`config.mk`:
```
export PLATFORM = sky130hd
export DESIGN_NAME = data_wbuf
export DESIGN_NICKNAME = d
export VERILOG_FILES = /design/src/rtl/riscv_pkg.sv /design/src/rtl/wbuf_entries.sv /design/src/rtl/data_wbuf.sv
export SDC_FILE = /design/constraint.sdc
export NUM_CORES = 1
export LEC_CHECK = 0
export ABC_AREA = 0
export CAP_MARGIN = 40
export CORE_MARGIN = 5
export CORE_UTILIZATION = 59
export CTS_CLUSTER_DIAMETER = 60
export DETAILED_ROUTE_END_ITERATION = 8
export PLACE_DENSITY = 0.81
export SYNTH_ARGS = -nofsm -noshare
export SYNTH_HDL_FRONTEND = slang
export SYNTH_SLANG_ARGS = --single-unit
```
`constraint.sdc`:
```
create_clock -name clk -period 5.78 [get_ports clk]
set_input_delay 1.445 -clock clk [delete_from_list [all_inputs] [get_ports clk]]
set_output_delay 1.445 -clock clk [all_outputs]
set_load 0.01 [all_outputs]
```
`src/rtl/riscv_pkg.sv`:
```
// Shared definitions for the data-side write buffer: FSM states and word addressing.
package riscv_pkg;

    typedef enum logic [1:0] {
        IDLE  = 2'd0,
        WRITE = 2'd1,
        READ  = 2'd2,
        RDONE = 2'd3
    } wbuf_state_e;

    localparam int WORD_BYTES = 4;
    localparam int WORD_LSB   = $clog2(WORD_BYTES);

endpackage

```
`src/rtl/wbuf_entries.sv`:
```
// Store FIFO of {word address, data} with head/next exposure and a youngest-match
// forwarding search over the valid entries.
module wbuf_entries
    import riscv_pkg::*;
#(
    parameter int DEPTH = 4,
    parameter int AW    = 32,
    parameter int DW    = 32
) (
    input  logic                     clk,
    input  logic                     rst,
    input  logic                     enq,
    input  logic [AW-1:WORD_LSB]     enq_addr,
    input  logic [DW-1:0]            enq_data,
    input  logic                     pop,
    output logic [AW-1:WORD_LSB]     head_addr,
    output logic [DW-1:0]            head_data,
    output logic [AW-1:WORD_LSB]     next_addr,
    output logic [DW-1:0]            next_data,
    output logic [$clog2(DEPTH):0]   count,
    output logic                     full,
    output logic                     empty,
    input  logic [AW-1:WORD_LSB]     lookup_addr,
    output logic                     hit,
    output logic [DW-1:0]            hit_data
);

    localparam int PW = $clog2(DEPTH);
    localparam logic [PW:0] FULL_CNT = (PW+1)'(DEPTH);

    logic [AW-1:WORD_LSB] addr_q [DEPTH];
    logic [DW-1:0]        data_q [DEPTH];
    logic [PW-1:0]        head_q;
    logic [PW-1:0]        tail_q;
    logic [PW-1:0]        head_nx;
    logic [PW-1:0]        idx;

    assign head_nx   = head_q + 1'b1;
    assign head_addr = addr_q[head_q];
    assign head_data = data_q[head_q];
    assign next_addr = addr_q[head_nx];
    assign next_data = data_q[head_nx];
    assign full      = (count == FULL_CNT);
    assign empty     = (count == '0);

    // Storage is not reset: an entry only becomes visible through count.
    always_ff @(posedge clk) begin
        if (enq) begin
            addr_q[tail_q] <= enq_addr;
            data_q[tail_q] <= enq_data;
        end
    end

    always_ff @(posedge clk or negedge rst) begin
        if (!rst) begin
            head_q <= '0;
            tail_q <= '0;
            count  <= '0;
        end else begin
            if (enq)
                tail_q <= tail_q + 1'b1;
            if (pop)
                head_q <= head_nx;
            case ({enq, pop})
                2'b10:   count <= count + 1'b1;
                2'b01:   count <= count - 1'b1;
                default: count <= count;
            endcase
        end
    end

    // Scan oldest to youngest so the last match found is the youngest store.
    always_comb begin
        hit      = 1'b0;
        hit_data = '0;
        idx      = '0;
        for (int k = 0; k < DEPTH; k++) begin
            idx = head_q + PW'(k);
            if ((k < int'(count)) && (addr_q[idx] == lookup_addr)) begin
                hit      = 1'b1;
                hit_data = data_q[idx];
            end
        end
    end

endmodule

```
`src/rtl/data_wbuf.sv`:
```
// Data-side write buffer: one-cycle store retirement, background drain to a req/ack
// memory, load forwarding from buffered stores and stall-on-miss reads.
module data_wbuf
    import riscv_pkg::*;
#(
    parameter int DEPTH = 4,
    parameter int AW    = 32,
    parameter int DW    = 32
) (
    input  logic          clk,
    input  logic          rst,
    input  logic          core_ce_i,
    input  logic          core_we_i,
    input  logic [AW-1:0] core_addr_i,
    input  logic [DW-1:0] core_wdata_i,
    output logic [DW-1:0] core_rdata_o,
    output logic          stall_o,
    output logic          wbuf_empty_o,
    output logic          mem_req_o,
    output logic          mem_we_o,
    output logic [AW-1:0] mem_addr_o,
    output logic [DW-1:0] mem_wdata_o,
    input  logic          mem_ack_i,
    input  logic [DW-1:0] mem_rdata_i
);

    localparam int PW = $clog2(DEPTH);
    localparam logic [PW:0] ONE_CNT = (PW+1)'(1);

    wbuf_state_e          state_q;
    logic [DW-1:0]        rdata_q;
    logic [PW:0]          count;
    logic                 full;
    logic                 empty;
    logic                 hit;
    logic [DW-1:0]        hit_data;
    logic [AW-1:WORD_LSB] head_addr;
    logic [DW-1:0]        head_data;
    logic [AW-1:WORD_LSB] next_addr;
    logic [DW-1:0]        next_data;
    logic                 is_load;
    logic                 is_store;
    logic                 load_miss;
    logic                 xfer_done;
    logic                 enq;
    logic                 pop;
    logic                 unused_addr_lsb;

    assign unused_addr_lsb = ^core_addr_i[WORD_LSB-1:0];

    assign is_load   = core_ce_i & ~core_we_i;
    assign is_store  = core_ce_i & core_we_i;
    assign load_miss = is_load & ~hit;
    assign xfer_done = mem_req_o & mem_ack_i;
    assign enq       = is_store & ~full;
    assign pop       = (state_q == WRITE) & xfer_done;

    // RDONE releases the stalled load with the captured memory data.
    assign stall_o      = (is_store & full) | (load_miss & (state_q != RDONE));
    assign core_rdata_o = (state_q == RDONE) ? rdata_q : ((is_load & hit) ? hit_data : '0);
    assign wbuf_empty_o = empty & (state_q == IDLE);

    wbuf_entries #(
        .DEPTH (DEPTH),
        .AW    (AW),
        .DW    (DW)
    ) u_entries (
        .clk         (clk),
        .rst         (rst),
        .enq         (enq),
        .enq_addr    (core_addr_i[AW-1:WORD_LSB]),
        .enq_data    (core_wdata_i),
        .pop         (pop),
        .head_addr   (head_addr),
        .head_data   (head_data),
        .next_addr   (next_addr),
        .next_data   (next_data),
        .count       (count),
        .full        (full),
        .empty       (empty),
        .lookup_addr (core_addr_i[AW-1:WORD_LSB]),
        .hit         (hit),
        .hit_data    (hit_data)
    );

    always_ff @(posedge clk or negedge rst) begin
        if (!rst) begin
            state_q     <= IDLE;
            mem_req_o   <= 1'b0;
            mem_we_o    <= 1'b0;
            mem_addr_o  <= '0;
            mem_wdata_o <= '0;
            rdata_q     <= '0;
        end else begin
            case (state_q)
                IDLE: begin
                    if (load_miss) begin
                        state_q    <= READ;
                        mem_req_o  <= 1'b1;
                        mem_we_o   <= 1'b0;
                        mem_addr_o <= {core_addr_i[AW-1:WORD_LSB], {WORD_LSB{1'b0}}};
                    end else if (!empty) begin
                        state_q     <= WRITE;
                        mem_req_o   <= 1'b1;
                        mem_we_o    <= 1'b1;
                        mem_addr_o  <= {head_addr, {WORD_LSB{1'b0}}};
                        mem_wdata_o <= head_data;
                    end
                end
                WRITE: begin
                    // A waiting load miss overtakes the remaining queued stores.
                    if (xfer_done) begin
                        if (load_miss) begin
                            state_q    <= READ;
                            mem_we_o   <= 1'b0;
                            mem_addr_o <= {core_addr_i[AW-1:WORD_LSB], {WORD_LSB{1'b0}}};
                        end else if (count > ONE_CNT) begin
                            mem_addr_o  <= {next_addr, {WORD_LSB{1'b0}}};
                            mem_wdata_o <= next_data;
                        end else begin
                            state_q   <= IDLE;
                            mem_req_o <= 1'b0;
                            mem_we_o  <= 1'b0;
                        end
                    end
                end
                READ: begin
                    if (xfer_done) begin
                        state_q   <= RDONE;
                        mem_req_o <= 1'b0;
                        rdata_q   <= mem_rdata_i;
                    end
                end
                RDONE: begin
                    state_q <= IDLE;
                end
                default: begin
                    state_q <= IDLE;
                end
            endcase
        end
    end

endmodule

```
==> flow_summary.json <==
{
  "status": "finished with violations",
  "failed_checks": "setup timing",
  "met3RoutedLength_microns": 9140,
  "p_seq_frac": 0.242,
  "crit_arrival_ns": 4.55,
  "initial_core_util": 0.597,
  "hpwl_microns": 50800,
  "final.setup.worst_slack_ns": -0.212,
  "grt_usage": 0.366,
  "num_vias": 20600,
  "io_buffers": 196,
  "clkSinkCount": 353,
  "layout_commonest_cell": "edfxtp_1",
  "p_sw_frac": 0.424,
  "internal_power_uw": 8900,
  "drt.antenna.violating_nets": 0,
  "h-tree-depth": 2,
  "crit_type": "input port to output pin",
  "fin_crit_sh": 1.04,
  "layout.nets": 2537,
  "switchingPower_uw": 6550,
  "critPathMaxFanout": 6,
  "yosysTopAreaCell": "edfxtp_1",
  "drtPass1Iterations": 7,
  "gp_congestion": 1.00,
  "top_layer_used": "met5",
  "utilization": 0.802,
  "grt_pass1_wl_microns": 119000,
  "root_buffer": "clkbuf_16",
  "met1Wirelength_microns": 31800,
  "worst_slew_pin_slew_ns": 1.03,
  "clkLatencyLatePin_ns": 0.60,
  "maxSlewViolCount": 0,
  "synthesis.instances": 2048,
  "period_needed_ns": 5.99,
  "cp_data_required_time_ns": 4.34,
  "total_leakage_power_uw": 0.0116,
  "synthTopCellsByArea": "edfxtp_1 33%, dfrtp_1 12%, mux2i_1 9.7%, mux2_2 9.0%, xnor2_1 3.7%",
  "p_clk_frac": 0.172,
  "final_area_sq_mm": 0.0302,
  "rsz0062_at_grt": "yes",
  "synthArstFlopShare": 0.297,
  "wire_per_inst_microns": 28.3,
  "ys.flop_type": "edfxtp_1",
  "ir_worst_vdd_v": 0.000355,
  "viasPerCell": 6.92,
  "grt.overflow.total": 0,
  "mostFrequentLayoutCells": "248 x edfxtp_1, 233 x buf_4, 188 x mux2i_1, 177 x mux2_2, 172 x nand2_1",
  "wl_met2_microns": 38700,
  "drive_above_1_share": 0.341,
  "syn_area_per_cell_sq_um": 11.0,
  "holdCritPathClass": "flop to flop",
  "die_h_microns": 205,
  "synth_top_area_share": 0.331,
  "synth-edff-count": 248,
  "antenna_found_initial": 6,
  "grt_start_max_net_pins": 104,
  "timing_hold_violations_final": 0,
  "clk_pin_slew_ns": 0.06,
  "grt_pass1_vias": 20000,
  "ys_warn_count": 0,
  "wl_microns": 84100,
  "comb_power_share": 0.586,
  "hold_buffers": 0,
  "setup-violations-final": 33,
  "drt_iter0_drc": 2528,
  "ios": 201,
  "placed_area_sq_mm": 0.0265,
  "synth_cell_types": 76,
  "fp.dieW_microns": 205,
  "clock.fmax_mhz": 167,
  "syn_to_final_growth_pct": 34.4,
  "numCtsBuffers": 42,
  "start_kind": "input port",
  "maxCapViolations": 0,
  "coreArea_sq_mm": 0.0377,
  "num_rows": 71,
  "drc": 0,
  "seq_area_frac_synth": 0.448,
  "clock_path_buffers": 3,
  "powerDensity_mw_per_mm2": 512,
  "dieArea_sq_mm": 0.0421,
  "cts_tree": "yes",
  "skew_ns": 0.0261,
  "cp-end-kind": "output pin",
  "ys_ff_latch": 353,
  "max-slew-margin-rel": 0.315,
  "netlist_area_sq_mm": 0.0225
}
-- power groups by stage --
stage,combinational (uW),clock [uW],sequential (uW)
after floorplan,4950,0,3710
after global placement,7620,0,3700
after detailed placement,7910,0,3730
after CTS,8180,2650,3690
after global routing,9470,2770,3780
final,9050,2660,3740
-- final timing paths --
| path | from | to | slack (ns) | cells past startpoint |
|---|---|---|---|---|
| setup / recovery | core_addr_i[29] | core_rdata_o[18] | -0.21 | 13 |
| hold / removal | mem_wdata_o[16] | mem_wdata_o[16] | 0.50 | 1 |
| setup reg to reg | u_entries.head_q[0] | mem_addr_o[17] | 1.14 | 13 |
| hold reg to reg | mem_wdata_o[16] | mem_wdata_o[16] | 0.50 | 1 |
| max in group asynchronous | rst | u_entries.head_q[1] | 3.79 | 3 |
| min in group asynchronous | rst | mem_addr_o[27] | 0.65 | 1 |
-- repair_timing --
action / in CTS / in global routing
setup buffers: 22 / 19
endpoints found under the setup margin: 33 / 33
pin swaps: 81 / 66
resized for setup: 343 / 203
cloned: 7 / 7
-- worst max-delay path, stage by stage --
cell and delay (ns):
clkdlybuf4s50_1 0.60, buf_4 0.18, o22ai_1 0.12, a21oi_2 0.26, a21oi_4 0.13, or4_4 0.44, or2_4 0.36, buf_16 0.18
buf_6 0.12, nor3_4 0.20, a211oi_2 0.08, o31ai_4 0.24, buf_2 0.17
-- registers in the layout (all words and copies together) (netlist names) --
signal            count
mem_addr_o           30
mem_we_o              1
mem_req_o             1
state_q               2
u_entries.tail_q      2
u_entries.addr_q    120
mem_wdata_o          32
u_entries.data_q    128
rdata_q              32
u_entries.count       3
u_entries.head_q      2
-- synth_stat cells, types with 8 or more instances --
master,instances
clkbuf_1,113
a21oi_1,110
nand2_1,172
mux4_2,13
buf_2,21
o211ai_1,8
o22ai_1,35
buf_6,18
inv_1,18
a211oi_1,60
xnor2_1,95
a22oi_1,42
nor4_1,12
o211a_1,31
xor2_1,15
mux2i_1,217
nand3_1,15
nand4_1,15
o21ai_0,137
nor3_1,49
o31ai_1,38
mux2_2,179
buf_1,22
edfxtp_1,248
nor3_2,30
dfrtp_1,105
buf_4,8
mux2_4,9
and2_1,13
a2bb2oi_1,12
ha_1,13
nor2_1,62
-- per-stage QoR --
| stage | total power [uW] | setup slack, ns | hold WS (ns) | TNS, ns | cells |
|---|---|---|---|---|---|
| after floorplan | 8670 | 0.0936 | 0.480 | 0 | 2049 |
| after global placement | 11300 | -1.04 | 0.477 | -31.74 | 2835 |
| after detailed placement | 11600 | -1.08 | 0.486 | -32.33 | 2838 |
| after CTS | 14500 | -0.229 | 0.499 | -5.24 | 2944 |
| after global routing | 16000 | -0.428 | 0.519 | -12.23 | 2970 |
| final | 15400 | -0.212 | 0.496 | -4.99 | 2973 |
-- metal layers --
layer | up-vias | GRT usage
met5 | - | 0
met4 | 8 | 0.161
met3 | 349 | 0.0768
met2 | 1570 | 0.581
met1 | 10100 | 0.490
li1 | 8557 | -
-- layout make-up --
class	instances	area, sq um
repair buffers	513	5020
inverters	21	90.1
well taps	511	639
fillers	2133	7470
clock inverters	22	245
diodes	5	12.5
multi-input cells	1492	13000
clock buffers	56	1120
flip-flops and latches	353	10100
-- cell families (layout without fill, tap and decap cells) --
family | Yosys count | after routing | synth area share
AO/OA/AOI/OAI | 522 | 522 | 0.152
XOR/XNOR | 110 | 110 | 0.0429
adder cells (fa/ha/maj) | 13 | 13 | 0.00724
buffers and inverters | 204 | 612 | 0.0431
flip-flops | 353 | 353 | 0.448
multiplexers | 429 | 429 | 0.212
other | 1 | 7 | 0.000167
AND/OR/NAND/NOR | 416 | 416 | 0.0943
Power figures use the tool's default switching activity.
